### config.mk
export PLATFORM = sky130hd
export DESIGN_NAME = serializer16
export DESIGN_NICKNAME = d
export VERILOG_FILES = /design/src/rtl/serializer16_pkg.sv /design/src/rtl/mux16_1.sv /design/src/rtl/serializer16.sv
export SDC_FILE = /design/constraint.sdc
export NUM_CORES = 1
export LEC_CHECK = 0
export CELL_PAD_IN_SITES_DETAIL_PLACEMENT = 1
export CELL_PAD_IN_SITES_GLOBAL_PLACEMENT = 1
export CORE_UTILIZATION = 37
export CTS_CLUSTER_SIZE = 20
export DETAILED_ROUTE_END_ITERATION = 7
export PLACE_DENSITY_LB_ADDON = 0.1
export SYNTH_ARGS = -nofsm -noshare
export SYNTH_HDL_FRONTEND = slang
export SYNTH_SLANG_ARGS = --single-unit
### constraint.sdc
create_clock -name clk -period 3.6 [get_ports clk]
set_input_delay 0.36 -clock clk [delete_from_list [all_inputs] [get_ports clk]]
set_output_delay 0.36 -clock clk [all_outputs]
set_load 0.03 [all_outputs]
### src/rtl/serializer16_pkg.sv
// Shared types and widths for the 16-bit serializer.
// PARITY state exists only when SERIALIZER16_PARITY_EN is defined.
package serializer16_pkg;

    localparam int WORD_W = 16;
    localparam int SEL_W  = 4;

`ifdef SERIALIZER16_PARITY_EN
    typedef enum logic [1:0] {
        IDLE,
        SHIFT,
        PARITY
    } state_t;
`else
    typedef enum logic [1:0] {
        IDLE,
        SHIFT
    } state_t;
`endif

endpackage

### src/rtl/mux16_1.sv
// 16:1 bit select.
// Latency: combinational, zero cycles.
// Backpressure: none, pure datapath.
module mux16_1 (
    input  logic [15:0] in,
    input  logic [3:0]  select,
    output logic        y
);

    assign y = in[select];

endmodule

### src/rtl/serializer16.sv
// 16-bit parallel-to-serial converter, LSB or MSB first; optional even-parity beat (SERIALIZER16_PARITY_EN).
// Latency: first beat the cycle after accept; 16 (17) beats per word plus one idle cycle between words.
// Backpressure: ser_ready low freezes sel/ser_data/state; in_ready is high only in IDLE.
module serializer16
    import serializer16_pkg::*;
#(
    parameter bit MSB_FIRST = 1'b0
) (
    input  logic                 clk,
    input  logic                 rst,
    input  logic [WORD_W-1:0]    in_data,
    input  logic                 in_valid,
    output logic                 in_ready,
    output logic                 ser_data,
    output logic                 ser_valid,
    input  logic                 ser_ready,
    output logic                 ser_last,
    output logic [SEL_W-1:0]     sel
);

    localparam logic [SEL_W-1:0] SEL_FIRST = MSB_FIRST ? 4'd15 : 4'd0;
    localparam logic [SEL_W-1:0] SEL_FINAL = MSB_FIRST ? 4'd0  : 4'd15;

    state_t             state;
    logic [WORD_W-1:0]  hold;
    logic               mux_y;
    logic               accept;
    logic               beat;
    logic               at_final;
    logic [SEL_W-1:0]   sel_next;

    assign accept   = in_valid && in_ready;
    assign beat     = ser_valid && ser_ready;
    assign at_final = (sel == SEL_FINAL);
    assign sel_next = MSB_FIRST ? (sel - 4'd1) : (sel + 4'd1);

    mux16_1 u_mux (
        .in     (hold),
        .select (sel),
        .y      (mux_y)
    );

    always_ff @(posedge clk) begin
        if (rst) begin
            state     <= IDLE;
            sel       <= '0;
            hold      <= '0;
            in_ready  <= 1'b1;
            ser_valid <= 1'b0;
            ser_last  <= 1'b0;
        end else begin
            case (state)
                IDLE: begin
                    if (accept) begin
                        hold      <= in_data;
                        sel       <= SEL_FIRST;
                        state     <= SHIFT;
                        in_ready  <= 1'b0;
                        ser_valid <= 1'b1;
                        ser_last  <= 1'b0;
                    end
                end
                SHIFT: begin
                    if (beat) begin
                        if (at_final) begin
`ifdef SERIALIZER16_PARITY_EN
                            state     <= PARITY;
                            ser_last  <= 1'b1;
`else
                            state     <= IDLE;
                            in_ready  <= 1'b1;
                            ser_valid <= 1'b0;
                            ser_last  <= 1'b0;
`endif
                        end else begin
                            sel <= sel_next;
                            // ser_last is registered, so flag it one beat ahead
`ifdef SERIALIZER16_PARITY_EN
                            ser_last <= 1'b0;
`else
                            ser_last <= (sel_next == SEL_FINAL);
`endif
                        end
                    end
                end
`ifdef SERIALIZER16_PARITY_EN
                PARITY: begin
                    if (beat) begin
                        state     <= IDLE;
                        in_ready  <= 1'b1;
                        ser_valid <= 1'b0;
                        ser_last  <= 1'b0;
                    end
                end
`endif
                default: begin
                    state     <= IDLE;
                    in_ready  <= 1'b1;
                    ser_valid <= 1'b0;
                    ser_last  <= 1'b0;
                end
            endcase
        end
    end

    // Idle drives 0 so the line is quiet between words
    always_comb begin
        ser_data = 1'b0;
        case (state)
            SHIFT:  ser_data = mux_y;
`ifdef SERIALIZER16_PARITY_EN
            PARITY: ser_data = ^hold;
`endif
            default: ser_data = 1'b0;
        endcase
    end

endmodule

==> impl_metrics.yaml <==
run_status:
  status: "finished, final reports clean"
timing:
  finalHoldViolCount: 0
  worst_pin_slew_ns: 0.8884
  finalSetupViolations: 0
  fin_skew_ns: 0.006279
  tns_ns: 0
  slew_headroom: 0.4059
  fin_crit_sh: 0.7894
  period_needed_ns: 2.842
  slew_violations: 0
  clock.fmax_mhz: 351.9
  grt_setup_unrepaired: "no"
logic_synthesis:
  ys_ff_latch: 23
  synth_area_sq_um: 1072
  avgSynthCellArea_sq_um: 8.377
  synth_adder_area_share: 0.02334
  synth_common_cells: "nand2_1 (36), dfxtp_1 (23), a21oi_1 (20)"
  yosys_warnings: 0
  synth_flop_cell: "dfxtp_1"
  synth-simple-area-share: 0.2299
  synth_area_leaders: "dfxtp_1 (43%), nand2_1 (13%), a21oi_1 (9.3%), mux4_2 (4.2%), mux2i_1 (3.7%)"
  synth_top_area_frac: 0.4294
  synth_area_leader_cell: "dfxtp_1"
  synth_compound_area_frac: 0.1447
  synth_edf_count: 0
  syn_inst: 128
  muxShareOfSynthArea: 0.1004
  synth_top_family_by_area: "simple AND/OR/NAND/NOR gates"
  synthXorXnorAreaFrac: 0.01634
  yosysMostFrequentCell: "nand2_1"
  synth_nets: 150
  ys_types: 30
  yosysSeqAreaShare: 0.4294
  async_flop_share: 0
placement:
  gp_congestion: 0.7563
  dp.final_hpwl_microns: 1843
  port_buffers: 27
critical_path:
  path_max_fanout: 11
  arrival_ns: 2.48
  startpoint_type: "flop"
  critPathKind: "reg2out"
  worstPathRequired_ns: 3.24
  cp-end-kind: "output pin"
  slowest_stage: "dfxtp_1"
  crit_chain: "mux4_2 -> nand2b_1 -> o311ai_1 -> o22ai_1 -> clkdlybuf4s50_1"
  cp_top_family: "flip-flops"
  critical-path-max-stage-delay_ns: 0.66
  path_buf_inv: 1
floorplan:
  die_area_sq_um: 3118
  core-area_sq_um: 2758
  die_w_microns: 55.84
  start_util: 0.3888
  pin_count: 28
  die_y_microns: 55.84
  rows: 19
pwr:
  swShare: 0.2698
  seqPwrFrac: 0.583
  pwr-share-clk: 0.242
  power_switching_mw: 0.1307
  powerDensity_nw_per_um2: 358.0
  cell_internal_pwr_mw: 0.3536
  leakage_nw: 0.4654
  ir_drop_uv: 256.4
  combPwrFrac: 0.174
drt:
  ant_nets: 0
  routed.top_layer: "met4"
  viasPerCell: 5.350
  wirelength_microns: 2568
  drt-met1-wl_microns: 1165
  dr.pass1.iters: 3
  drc: 0
  route.met2.wl_microns: 1303
  drt-initial-drc-count: 20
  vias: 963
  avgRoutedWirePerCell_microns: 14.27
  wl_met3_microns: 82
layout:
  antenna_cells: 0
  n_fill_cell: 344
  area_growth_pct: 26.14
  drive_gt1_frac: 0.06711
  layout.nets: 172
  fin_util: 0.4905
global_route:
  grt_use_total: 0.1839
  grt_pass1_vias: 973
  grt.overflow.total: 0
  grt_pass1_wl_microns: 4478
  grt_max_degree: 24
  antenna_found_initial: 0
run:
  cap_violations: 0
clocking:
  clk_pin_slew_ns: 0.13
  cts_setup_buffers: 0
  htreeDepth: 1
  cts_tree: "built"
  postCtsHoldBufs: 0
  worstSkewPairLatency_ns: 0.31
  cts_root_buffer: "clkbuf_4"
  post_cts_resized: 0
  clkSinkCount: 23
  cts_buffers: 3
  clk_path_buf_depth: 2
worst_hold_path:
  hold_path_class: "reg2reg"
per-layer routing:
metal  GRT usage  up-vias
met3     0.05349        2
met2      0.3322       18
met4     0.03136        0
met1      0.2190      463
li1            -      480
met5           0        -
state kept, by name, indices dropped and copies added, names as in the netlist:
name       flops
hold          16
sel            4
in_ready       1
ser_last       1
ser_valid      1
through the flow:
step	hold slack (ns)	power [mW]	instances	cell area (sq um)	setup slack, ns
2_1_floorplan	0.4328	0.3358	128	1072	1.584
3_3_place_gp	0.4463	0.3701	176	1325	1.143
3_5_place_dp	0.4553	0.3738	176	1325	1.093
4_1_cts	0.4732	0.4926	180	1353	0.7270
5_1_grt	0.4941	0.5173	180	1353	0.5820
6_report	0.4687	0.4843	180	1353	0.7583
power by group through the flow:
stage	Sequential, mW	Combinational, mW	Clock [mW]
global route	0.285	0.0936	0.138
floorplan	0.287	0.0484	0
finish	0.283	0.0844	0.117
detailed placement	0.288	0.0853	0
global placement	0.287	0.0827	0
CTS	0.283	0.0862	0.124
cells by family after synthesis:
group	count (synthesis)
flops	23
compound gates	27
fa+ha+maj	2
simple gates	55
buf+inv	11
mux	8
xor+xnor	2
path summary, 6_finish.rpt:
check          start  endpoint  slack, ns  cells past startpoint
max reg2reg   sel[0]    sel[1]       1.87                      5
max           sel[0]  ser_data       0.76                      5
min reg2reg  hold[6]   hold[6]       0.47                      2
min          hold[6]   hold[6]       0.47                      2
worst reg2reg max path, delay by kind of cell, from the launching register on:
family / cells / cell delay, ns
flip-flops: 1 / 0.66
AND/OR/NAND/NOR: 3 / 0.42
adder cells (fa/ha/maj): 1 / 0.30
multiplexers: 1 / 0.28
cell type report:
cell class / instances / area (sq um) / share of cell area
Clock inverter: 1 / 5.005 / 0.003700
Timing Repair Buffer: 27 / 270.3 / 0.1998
Multi-Input combinational cell: 94 / 551.8 / 0.4080
Clock buffer: 3 / 22.52 / 0.01665
Tap cell: 31 / 38.79 / 0.02868
Inverter: 1 / 3.754 / 0.002775
Sequential cell: 23 / 460.4 / 0.3404
placed cells by master (no fill, tap or decap), types with 3 or more instances in the layout:
cell type / instances
nand3_1: 3
nand2_1: 36
nor2_1: 5
nand3b_1: 3
dfxtp_1: 23
a21oi_1: 20
clkbuf_4: 3
mux2i_1: 4
clkdlybuf4s50_1: 27
No activity file was read; power rests on OpenSTA's default activity.
